--- src/rtl/cfg_frame_writer.sv ---
// cfg_frame_writer: streams {address,data} words into frame config memories as setup/enable-pulse/hold writes; CFG_PARITY_CHECK_EN enables even-parity word checking
module cfg_frame_writer #(
  parameter int ADDR_W    = 7,
  parameter int NUM_WORDS = 64,
  parameter int SETUP_CYC = 1,
  parameter int PULSE_CYC = 2,
  parameter int HOLD_CYC  = 1
) (
  input  logic              prog_clk,
  input  logic              prog_reset,
  input  logic              start,
  input  logic              abort,
  input  logic              bs_valid,
  output logic              bs_ready,
  input  logic [0:ADDR_W-1] bs_addr,
  input  logic              bs_data,
  input  logic              bs_parity,
  output logic              enable,
  output logic [0:ADDR_W-1] address,
  output logic              data_in,
  output logic              busy,
  output logic              done,
  output logic              err
);
  typedef enum logic [2:0] {IDLE, LOAD, SETUP, PULSE, HOLD} state_t;
  localparam int CW = $clog2(NUM_WORDS + 1);
  localparam int MX = SETUP_CYC > PULSE_CYC ? (SETUP_CYC > HOLD_CYC ? SETUP_CYC : HOLD_CYC)
                                            : (PULSE_CYC > HOLD_CYC ? PULSE_CYC : HOLD_CYC);
  localparam int PW = $clog2(MX + 1);
  state_t state, nxt;
  logic [PW-1:0] cyc;
  logic [CW-1:0] cnt;
  logic acc, perr, last, wend;
  assign acc  = state == LOAD && bs_valid;
  assign last = cnt == CW'(NUM_WORDS - 1);
`ifdef CFG_PARITY_CHECK_EN
  assign perr = acc && (^{bs_addr, bs_data, bs_parity});
`else
  logic unused_parity;
  assign unused_parity = bs_parity;
  assign perr = 1'b0;
`endif
  always_comb begin
    nxt  = state;
    wend = 1'b0;
    case (state)
      IDLE:  nxt = start ? LOAD : IDLE;
      LOAD:  if (acc) begin
               if (perr) wend = 1'b1;
               else nxt = SETUP_CYC > 0 ? SETUP : PULSE;
             end
      SETUP: if (cyc == PW'(SETUP_CYC - 1)) nxt = PULSE;
      PULSE: if (cyc == PW'(PULSE_CYC - 1)) begin
               if (HOLD_CYC > 0) nxt = HOLD;
               else wend = 1'b1;
             end
      HOLD:  if (cyc == PW'(HOLD_CYC - 1)) wend = 1'b1;
      default: nxt = IDLE;
    endcase
    if (wend) nxt = last ? IDLE : LOAD;
    if (abort) nxt = IDLE;
  end
  always_ff @(posedge prog_clk) begin
    if (prog_reset) begin
      state    <= IDLE;
      cyc      <= '0;
      cnt      <= '0;
      enable   <= 1'b0;
      bs_ready <= 1'b0;
      busy     <= 1'b0;
      done     <= 1'b0;
      err      <= 1'b0;
      address  <= '0;
      data_in  <= 1'b0;
    end else begin
      state    <= nxt;
      cyc      <= nxt == state ? cyc + 1'b1 : '0;
      enable   <= nxt == PULSE;
      bs_ready <= nxt == LOAD;
      busy     <= nxt != IDLE;
      if (acc && !perr && !abort) begin
        address <= bs_addr;
        data_in <= bs_data;
      end
      if (state == IDLE && start && !abort) begin
        done <= 1'b0;
        err  <= 1'b0;
        cnt  <= '0;
      end else if (abort && state != IDLE) begin
        done <= 1'b0;
      end else begin
        if (wend) cnt <= cnt + 1'b1;
        if (wend && last) done <= 1'b1;
        if (perr) err <= 1'b1;
      end
    end
  end
endmodule

--- config.mk ---
export PLATFORM = sky130hd
export DESIGN_NAME = cfg_frame_writer
export DESIGN_NICKNAME = d
export VERILOG_FILES = /design/src/rtl/cfg_frame_writer.sv
export SDC_FILE = /design/constraint.sdc
export NUM_CORES = 1
export LEC_CHECK = 0
export CORE_MARGIN = 2
export CORE_UTILIZATION = 41
export CTS_BUF_LIST = sky130_fd_sc_hd__clkbuf_16
export DETAILED_ROUTE_END_ITERATION = 16
export PLACE_DENSITY = 0.78
export SYNTH_ARGS = -nofsm -noshare
export SYNTH_HDL_FRONTEND = slang
export SYNTH_SLANG_ARGS = --single-unit
--- constraint.sdc ---
create_clock -name prog_clk -period 2.3 [get_ports prog_clk]
set_input_delay 0.23 -clock prog_clk [delete_from_list [all_inputs] [get_ports prog_clk]]
set_output_delay 0.23 -clock prog_clk [all_outputs]
set_load 0.01 [all_outputs]
### Word-level counts from Yosys, hierarchy flattened

Cells that the tools add are included.

| operators by class | value |
|---|---|
| $add $sub $neg | 2 |
| multiply operators | 0 |
| divide/modulo/power cells | 0 |
| magnitude comparators | 0 |
| equal/unequal tests | 9 |
| shift operators | 0 |
| mux-type cells | 10 |
| bitwise operators | 2 |
| reductions and logical operators | 15 |

Operators with widths:

| cell | number |
|---|---|
| $mux 3 | 5 |
| $pmux 3 s5 | 1 |
| $eq 3x2->1 const B | 3 |
| $add 7x1->7 const B | 1 |
| $eq 7x6->1 const B | 1 |
| $eq 3x1->1 const B | 2 |
| $logic_and 1x1->1 | 6 |
| $reduce_bool 3->1 | 2 |
| $mux 1 | 4 |
| $reduce_or 2->1 | 2 |
| $eq 3x3->1 | 1 |
| $eq 3x3->1 const B | 1 |
| $logic_not 3->1 | 1 |
| $reduce_or 3->1 | 1 |
| $add 2x1->2 const B | 1 |
| $eq 2x1->1 const B | 1 |
| $logic_not 2->1 | 1 |
| $not 1->1 | 2 |
| $reduce_and 2->1 | 1 |
| $logic_not 1->1 | 1 |

| word-level totals | value |
|---|---|
| register bits after elaboration | 24 |
| latch bits | 0 |
| memory bits (writable) | 0 |
| ROM bits | 0 |
| input bits | 14 |
| output and inout port bits | 13 |
| word-level logic and storage cells | 47 |
| memories kept | 0 |

### Logic depth before layout (Yosys ltp)

Gate-level depths: netlist of the first run.

| logic depth | value |
|---|---|
| depth in word-level cells | 9 |
| depth in mapped cells | 6 |

### Least setup slack after synthesis of the first run

OpenSTA, ideal clock, no wires.

| timing | value |
|---|---|
| path type | reg2reg |
| from | register cyc[0] |
| to | register cyc[0] |
| data arrival time | 1505 ps |
| setup slack | 723 ps |
| stages on the path, launching flop included | 7 |
| buffers on the path | 0 |
| period minus slack after synthesis | 1577 ps |
| path through | dfxtp_1 inv_1 ha_1 or4_4 a21oi_4 nand4_1 mux2i_1 |

| on the way | value |
|---|---|
| word-level cells in the longest chain between the ends | 8 |

RTL lines:

| element | RTL line | RTL |
|---|---|---|
| start: declaration | 31 | `logic [PW-1:0] cyc;` |
| start signal: assignment | 77 | `cyc <= nxt == state ? cyc + 1'b1 : '0;` |
| $eq 2x1->1 / $logic_not 2->1 (equally long branches) | 53, 52, 57 |  |
| $mux 3 (tied with other cells) | 53 | `PULSE: if (cyc == PW'(PULSE_CYC - 1)) begin` |
| $pmux 3 s5 / $mux 1 (equally long branches) | -- |  |
| $mux 3 | 60 | `if (wend) nxt = last ? IDLE : LOAD;` |
| $mux 3 | 61 | `if (abort) nxt = IDLE;` |
| $eq 3x3->1 | 77 |  |
| $not 1->1 (no source line) | -- |  |
| $reduce_or 2->1 (no source line) | -- |  |

Several ways; a longest one is shown, not always the timed one.
A chain may end at the register's enable or synchronous reset.

### Worst setup path after layout of the first run

| timing | value |
|---|---|
| from | register cyc[0] |
| to | register busy |

| on the way | value |
|---|---|
| word-level cells in the longest chain between the ends | 6 |

RTL lines:

| element | RTL line | RTL |
|---|---|---|
| $eq 2x1->1 / $logic_not 2->1 (equally long branches) | 53, 52, 57 |  |
| $mux 3 (tied with other cells) | 53 |  |
| $pmux 3 s5 / $mux 1 (equally long branches) | -- |  |
| $mux 3 (*) | 60 |  |
| $mux 3 (*) | 61 |  |
| $reduce_bool 3->1 (*) | 80 | `busy <= nxt != IDLE;` |
| end signal: assignment | 70 | `busy <= 1'b0;` |
| end signal: assignment | 80 |  |
| end: declaration | 21 | `output logic busy,` |

Every way passes the cells marked *; elsewhere a longest branch is shown, timed or not.

==> impl_metrics.csv, run 1 <==
group,metric,value,unit
run_status,status,"complete, no violations",
hold_path,min_from,"address[6]",
worst_setup_path,worstSetupStartpointType,"flop",
hold_path,hp-class,"flop to flop",
worst_setup_path,reg2regPathDepth,6,
synth,synth-seq-area-share,39.51,%
synth,synthArstFlopShare,0,%
timing,tightest_slew,0.6182,ns
grt,track_usage,15.00,%
floorplanning,num_rows,19,
floorplanning,initial_core_util,43.72,%
timing,setup_tns,0,ns
cts,cts.sinks,24,
timing,setup_viol,0,
cts,cts_inserted_buffers,3,
floorplanning,die_x,58.47,um
floorplanning,design.core.area,2781,um^2
worst_setup_path,reg2reg_slack,0.54,ns
worst_setup_path,required,2.41,ns
worst_setup_path,path_cells,"inv_1, ha_1, nand2_2, nor4_2, a311o_2, a31oi_1",
cts,post-cts-setup-buffers,0,
pwr,p_int,0.7075,mW
worst_setup_path,critPathMaxStageDelay,0.45,ns
synth,synth_edf_count,0,
pwr,pwr-share-seq,47.8,%
place,dp.cells,176,
timing,slew_viol_final,0,
place,gp_congestion,0.7523,
cts,htree_levels,1,
timing,slew_headroom,58.66,%
worst_setup_path,cp_max_fo,7,
synth,synth_top_area_share,39.51,%
grt,grt_first_pass_wirelength,4008,um
pwr,p_leak,0.5273,nW
timing,period_share,76.32,%
worst_setup_path,worstReg2RegStart,"cyc[0]",
pwr,power_frac_comb,11.7,%
layout,fin_nets,167,
hold_path,holdPathEnd,"address[6]",
hold_path,worst_hold_path.num_cells,2,
timing,skew,0.002418,ns
drt,routed_wirelength,2230,um
layout,syn_to_final_growth,25.21,%
timing,grt_setup_unrepaired,"no",
cts,cts_resized,0,
grt,grt_max_degree,18,
drt,vias,954,
place,io_buffer_count,24,
drt,via_per_inst,5.330,
cts,cts.clk_slew.worst_paths,0.06,ns
worst_setup_path,worst_ep_arrival_time,1.87,ns
floorplanning,die_area,3418,um^2
worst_setup_path,cpMaxStageDelayCell,"nor4_2",
layout,final_cell_area,1523,um^2
run,maxCapViolations,0,
synth,syn_area_per_cell,9.501,um^2
worst_setup_path,critPathTopFamily,"simple AND/OR/NAND/NOR gates",
pwr,switchingPower,0.1915,mW
pwr,clockPowerShare,40.5,%
timing,setup_slack,0.5446,ns
timing,hold_viol_final,0,
synth,synth.cell_area,1216,um^2
synth,syn_nets,145,
drt,wl_per_cell,12.46,um
synth,syn_inst,128,
floorplanning,boundaryPins,27,
cts,clockBufferDepth,2,
drt,drtAntennaViolNets,0,
layout,diodes,0,
drt,initialDrtViolationCount,16,
timing,fmax,569.7,MHz
synth,synth_warnings,0,
place,preCtsSetupSlack,0.3764,ns
grt,grt_pass1_vias,946,
pwr,swShare,21.30,%
synth,synth_cell_type_count,41,
floorplanning,die_h,58.47,um
cts,cts_root_buf,"clkbuf_16",
worst_setup_path,crit_buf_inv,1,
drt,dr.pass1.iters,4,
pwr,ir_drop,0.0004347,V
drt,drc,0,
synth,synth_largest_area_cell,"dfxtp_1",
layout,layout_common_cells,"dfxtp_1, clkdlybuf4s50_1, nor2_1",
synth,synth_ff_type,"dfxtp_1",
synth,ys_ff_latch,24,
cts,cts_tree,"yes",
pwr,power_density,590.4,nW/um^2
layout,fin_cells,179,
layout,drive_gt1_share,11.49,%
grt,antenna_found_initial,0,
worst_setup_path,r2r_end,"busy",
place,dpl-instance-area,1448,um^2
synth,synth.top_cells.by_area,"dfxtp_1, mux2i_1, nor2_1",
cts,cts.hold.buffers_added,0,
timing,whs,0.4945,ns
worst_setup_path,path_class,"flop to flop",
worst_setup_path,endpoint_kind,"flop",
place,dp.final_hpwl,1649,um
grt,grt_overflow,0,
timing,min_period,1.755,ns
cts,clock_latency,0.25,ns
[per-stage QoR]
step	power [mW]	utilization, %
floorplan	0.5073	-
global placement	0.5390	52.05
detailed placement	0.5435	52.05
CTS	0.9103	54.75
global route	0.9328	54.75
finish	0.8990	54.75
[layer usage]
| layer | routed length (um) | up-vias | track usage [%] |
|---|---|---|---|
| li1 | - | 484 | - |
| met1 | 992 | 440 | 18.47 |
| met2 | 1062 | 27 | 25.20 |
| met3 | 145 | 3 | 4.176 |
| met4 | 29 | 0 | 4.983 |
| met5 | 0 | - | 0 |
[layout make-up]
class                           count  area [um^2]
Multi-Input combinational cell     92        658.1
Inverter                            2        7.507
Clock buffer                        3        75.07
Fill cell                         260         1259
Sequential cell                    24        480.5
Tap cell                           31        38.79
Timing Repair Buffer               27        262.8
[worst max path at each step]
stage / from / end / slack [ns] / cells after the start
2_1_floorplan: cyc[0] / cyc[0] / 0.72 / 6
3_3_place_gp: abort / address[1] / 0.42 / 6
3_5_place_dp: abort / address[0] / 0.38 / 6
4_1_cts: cyc[0] / busy / 0.55 / 6
5_1_grt: cyc[0] / busy / 0.44 / 6
6_report: cyc[0] / busy / 0.54 / 6
[sequential cells by signal (all words and copies together) (netlist names)]
signal    count
enable        1
cyc           2
state         3
address       7
bs_ready      1
data_in       1
busy          1
cnt           7
done          1
[cell families (layout without fill, tap and decap cells)]
group	after synthesis	after routing	synth area share (%)
other	1	1	0.3083
AOI/OAI and AO/OA	13	13	8.950
and+or+nand+nor	57	57	27.57
buffers and inverters	12	32	6.379
DFF	24	24	39.51
adders and majority gates	3	3	3.087
muxes	12	12	9.877
xor gates and xnor gates	6	6	4.321
[power groups by stage]
stage                     combinational, mW  clock, mW  sequential (mW)
after detailed placement              0.105          0            0.439
after CTS                             0.106      0.375            0.429
after global placement                0.101          0            0.438
after global routing                  0.116      0.387            0.430
final                                 0.105      0.365            0.429
after floorplan                      0.0680          0            0.439
[worst min-delay path, cell delays in order (launching register included)]
cell     delay, ns
dfxtp_1       0.33
mux2i_1       0.06
nor2_1        0.07
[synth_stat cells (2+ instances only)]
master    count
nor2b_1       2
nor2_1       22
ha_1          3
o21ai_0       2
xnor2_1       5
nand4_1       2
nor3_1        4
a21o_1        2
dfxtp_1      24
clkbuf_1      2
nand2_1       4
or3_1         2
nor3_2        2
mux2i_1      12
nand4b_1      2
nor4_2        2
buf_6         2
buf_2         2
buf_4         4
nand3_1       6
inv_1         2
(Power assumes the default switching activity.)
==> run 2: changes to the inputs <==
Clock period 2.3 ns to 1.77 ns, I/O delays scaled along.
==> run 2 against run 1 <==
- via count up 5.2%
- worst hold slack worse by 0.0013 ns
- wire length up 8.7%
- utilization up 1.7 points
- clock skew about the same
- sequential power up 31%
- clock power up 31%
- flip-flop and latch count unchanged
- largest power group unchanged
- highest routed layer unchanged
==> impl_metrics.csv, run 2 (synthesis results as in run 1) <==
group,metric,value,unit
run_status,status,"complete, no violations",
place,dp.final_hpwl,1753,um
timing,min_period,1.672,ns
timing,slew_viol_final,0,
floorplanning,die_area,3418,um^2
pwr,power_density,751.5,nW/um^2
timing,skew,0.001952,ns
floorplanning,die_h,58.47,um
drt,dr.pass1.iters,4,
floorplanning,num_rows,19,
floorplanning,die_x,58.47,um
place,gp_congestion,0.7924,
cts,cts_root_buf,"clkbuf_16",
hold_path,worst_hold_path.num_cells,2,
grt,grt_max_degree,15,
hold_path,hp-class,"flop to flop",
timing,setup_tns,0,ns
place,io_buffer_count,24,
place,preCtsSetupSlack,-0.05058,ns
floorplanning,initial_core_util,43.72,%
layout,drive_gt1_share,15.13,%
run,maxCapViolations,0,
drt,initialDrtViolationCount,18,
grt,grt_pass1_vias,928,
worst_setup_path,worst_ep_arrival_time,1.86,ns
grt,grt_overflow,0,
pwr,p_leak,0.5480,nW
worst_setup_path,worstSetupStartpointType,"flop",
timing,fmax,598.2,MHz
layout,diodes,0,
layout,final_cell_area,1570,um^2
cts,htree_levels,1,
layout,fin_cells,183,
layout,fin_nets,171,
timing,setup_viol,0,
cts,clock_latency,0.25,ns
drt,drtAntennaViolNets,0,
cts,cts_tree,"yes",
place,dp.cells,180,
pwr,p_int,0.9244,mW
layout,layout_common_cells,"dfxtp_1, clkdlybuf4s50_1, nor2_1",
timing,grt_setup_unrepaired,"no",
cts,clockBufferDepth,2,
pwr,swShare,21.66,%
drt,via_per_inst,5.486,
worst_setup_path,endpoint_kind,"flop",
pwr,power_frac_comb,12.0,%
timing,hold_viol_final,0,
worst_setup_path,required,1.96,ns
timing,setup_slack,0.09833,ns
pwr,clockPowerShare,40.5,%
layout,final_util,56.46,%
grt,grt_first_pass_wirelength,3995,um
worst_setup_path,reg2regPathDepth,6,
worst_setup_path,cp_max_fo,5,
cts,cts.clk_slew.worst_paths,0.06,ns
pwr,ir_drop,0.0005401,V
cts,cts_inserted_buffers,3,
layout,top_regs,"address: 7 flops, cnt: 7 flops, state: 3 flops",
worst_setup_path,path_class,"flop to flop",
drt,routed_wirelength,2424,um
layout,syn_to_final_growth,29.12,%
timing,period_share,94.44,%
place,dpl-instance-area,1478,um^2
drt,drc,0,
drt,vias,1004,
cts,cts.sinks,24,
drt,wl_per_cell,13.25,um
floorplanning,design.core.area,2781,um^2
floorplanning,boundaryPins,27,
grt,antenna_found_initial,0,
pwr,switchingPower,0.2557,mW
grt,track_usage,15.13,%
pwr,pwr-share-seq,47.5,%
run 2: repair_timing:
action	4_1_cts	5_1_grt
buffers inserted	0	0
hold buffers	0	0
endpoints found under the setup margin	0	9
endpoints found under the hold margin	0	0
gates resized for setup	0	3
run 2: through the flow:
step	power, mW	hold WS (ns)
finish	1.180	0.4931
global route	1.220	0.5116
CTS	1.185	0.4976
detailed placement	0.7116	0.4845
global placement	0.7052	0.4724
floorplan	0.6592	0.3242
run 2: final cells by class:
class,instances,area (um^2)
clock buffers,3,75.07
multi-input cells,92,675.6
well taps,31,38.79
fillers,232,1211
inverters,2,7.507
flip-flops and latches,24,480.5
repair buffers,31,292.8
run 2: per-layer routing:
layer | global-route usage (%) | share of wire [%] | vias to the layer above
met2 | 26.48 | 50 | 29
li1 | - | - | 492
met5 | 0 | 0 | -
met3 | 2.857 | 4.2 | 3
met4 | 4.319 | 1.1 | 0
met1 | 18.85 | 44 | 480
run 2: final timing paths:
path            end    from  slack [ns]
min reg2reg    done    done        0.49
max          cyc[0]  cyc[0]         0.1
max reg2reg  cyc[0]  cyc[0]         0.1
min            done    done        0.49
run 2: worst max-delay path: stages, from the launching register on:
cell and delay, ns:
dfxtp_1 0.36, inv_1 0.08, ha_2 0.22, or4_4 0.50, a21oi_4 0.18, nand4_1 0.12
mux2i_1 0.14
run 2: power by group through the flow:
stage	Clock, mW	Sequential (mW)	Combinational, mW
after CTS	0.485	0.561	0.139
after global routing	0.504	0.562	0.153
final	0.478	0.561	0.141
after detailed placement	0	0.573	0.139
after floorplan	0	0.571	0.0884
after global placement	0	0.572	0.134
==> run 3: changes to the inputs <==
Settings changed: CORE_MARGIN 2 to 4.
==> run 3 against run 2 <==
- clock-buffer cell count stayed put
- maximum frequency is 2.9% higher
- die area is 14% higher
- clock power is 2% lower
- critical path type unchanged
- highest routed layer unchanged
==> impl_metrics.csv, run 3 (synthesis results as in run 1) <==
group,metric,value,unit
run_status,status,"complete, no violations",
timing,hold_viol_final,0,
cts,cts_inserted_buffers,3,
floorplanning,die_h,62.47,um
drt,drtAntennaViolNets,0,
timing,setup_viol,0,
place,dp.cells,180,
worst_setup_path,crit_buf_inv,0,
pwr,ir_drop,0.0005791,V
pwr,p_leak,0.5490,nW
floorplanning,initial_core_util,43.35,%
timing,slew_viol_final,0,
timing,grt_setup_unrepaired,"no",
timing,min_period,1.624,ns
drt,drc,0,
cts,cts.hold.buffers_added,0,
cts,htree_levels,1,
layout,layout_common_cells,"clkdlybuf4s50_1, nor2_1, dfxtp_1",
worst_setup_path,cpMaxStageDelayCell,"dfxtp_1",
layout,fin_cells,183,
place,gp_congestion,0.7619,
drt,wl_per_cell,12.78,um
hold_path,holdPathEnd,"address[4]",
worst_setup_path,path_cells,"and2_1, o21ai_1, a311o_2, nor3_1",
layout,syn_to_final_growth,29.53,%
worst_setup_path,worstReg2RegStart,"state[2]",
place,preCtsSetupSlack,-0.02786,ns
run,maxCapViolations,0,
layout,diodes,0,
grt,grt_max_degree,15,
cts,cts_tree,"yes",
drt,dr.pass1.iters,5,
worst_setup_path,r2r_end,"enable",
cts,cts_resized,0,
timing,setup_slack,0.1460,ns
hold_path,worst_hold_path.num_cells,2,
worst_setup_path,cp_max_fo,12,
floorplanning,num_rows,19,
worst_setup_path,worst_ep_arrival_time,1.80,ns
cts,clockBufferDepth,2,
cts,cts.clk_slew.worst_paths,0.06,ns
layout,fillers,241,
drt,initialDrtViolationCount,13,
floorplanning,design.core.area,2805,um^2
drt,vias,964,
worst_setup_path,required,1.95,ns
pwr,power_density,748.8,nW/um^2
grt,antenna_found_initial,0,
floorplanning,die_x,62.47,um
timing,fmax,615.8,MHz
layout,final_common_cell,"clkdlybuf4s50_1",
worst_setup_path,path_class,"flop to flop",
cts,cts_root_buf,"clkbuf_16",
hold_path,hp-class,"flop to flop",
drt,routed_wirelength,2339,um
cts,post-cts-setup-buffers,0,
hold_path,min_from,"address[4]",
worst_setup_path,critPathMaxStageDelay,0.61,ns
grt,grt_first_pass_wirelength,4229,um
cts,clock_latency,0.25,ns
grt,grt_overflow,0,
floorplanning,die_area,3902,um^2
drt,via_per_inst,5.268,
floorplanning,boundaryPins,27,
layout,top_regs,"address: 7 flops, cnt: 7 flops, state: 3 flops",
worst_setup_path,endpoint_kind,"flop",
grt,track_usage,12.84,%
layout,fin_nets,171,
layout,drive_gt1_share,17.11,%
timing,skew,0.004206,ns
timing,period_share,91.75,%
worst_setup_path,reg2reg_slack,0.15,ns
grt,grt_pass1_vias,1001,
worst_setup_path,worstSetupStartpointType,"flop",
place,dp.final_hpwl,1756,um
timing,whs,0.4945,ns
place,io_buffer_count,24,
worst_setup_path,critPathTopFamily,"flip-flops",
worst_setup_path,reg2regPathDepth,4,
cts,cts.sinks,24,
[run 3: changes by cell type in the layout (fill, tap and decap cells not counted)]
cell,before,now
dfxtp_2,0,3
ha_2,1,0
ha_4,0,1
dfxtp_1,24,21
nor4_2,1,2
nor4_4,2,1
[run 3: per-layer routing]
layer | vias up | track usage, % | routed length [um]
met1 | 446 | 16.08 | 1108
met4 | 0 | 3.306 | 14
met5 | - | 0 | 0
li1 | 490 | - | -
met3 | 2 | 3.597 | 121
met2 | 26 | 21.57 | 1095
[run 3: worst max-delay path by stage]
stage / slack, ns / cells past startpoint / startpoint / to
2_1_floorplan: 0.19 / 6 / cyc[0] / cyc[0]
3_3_place_gp: 0.008 / 6 / abort / address[2]
3_5_place_dp: -0.03 / 6 / abort / cyc[0]
4_1_cts: 0.02 / 6 / cyc[0] / cyc[0]
5_1_grt: 0.004 / 5 / state[2] / address[3]
6_report: 0.15 / 4 / state[2] / enable
[run 3: worst register-to-register path: cells and delay by family, from the launching register on]
family / cells / cell delay, ns
flip-flops: 1 / 0.61
AO/OA/AOI/OAI: 2 / 0.54
AND/OR/NAND/NOR: 2 / 0.40
[run 3: through the flow]
step | power (mW) | instance area (um^2) | utilization, % | TNS (ns)
finish | 1.180 | 1575 | 56.16 | 0
detailed placement | 0.7097 | 1478 | 52.68 | -0.1335
floorplan | 0.6592 | 1216 | - | 0
CTS | 1.180 | 1553 | 55.35 | 0
global placement | 0.7047 | 1478 | 52.68 | 0
global route | 1.231 | 1575 | 56.16 | 0
[run 3: power by group]
group	internal (mW)	switching (mW)
clock	0.298	0.171
sequential	0.553	0.00853
combinational	0.0798	0.0690
total	0.931	0.249
[run 3: area by class of cell]
| cell class | instances | area, um^2 | area share, % |
|---|---|---|---|
| Multi-Input combinational cell | 92 | 676.9 | 42.97 |
| Sequential cell | 24 | 484.2 | 30.74 |
| Timing Repair Buffer | 31 | 292.8 | 18.59 |
| Clock buffer | 3 | 75.07 | 4.766 |
| Tap cell | 31 | 38.79 | 2.462 |
| Inverter | 2 | 7.507 | 0.4766 |
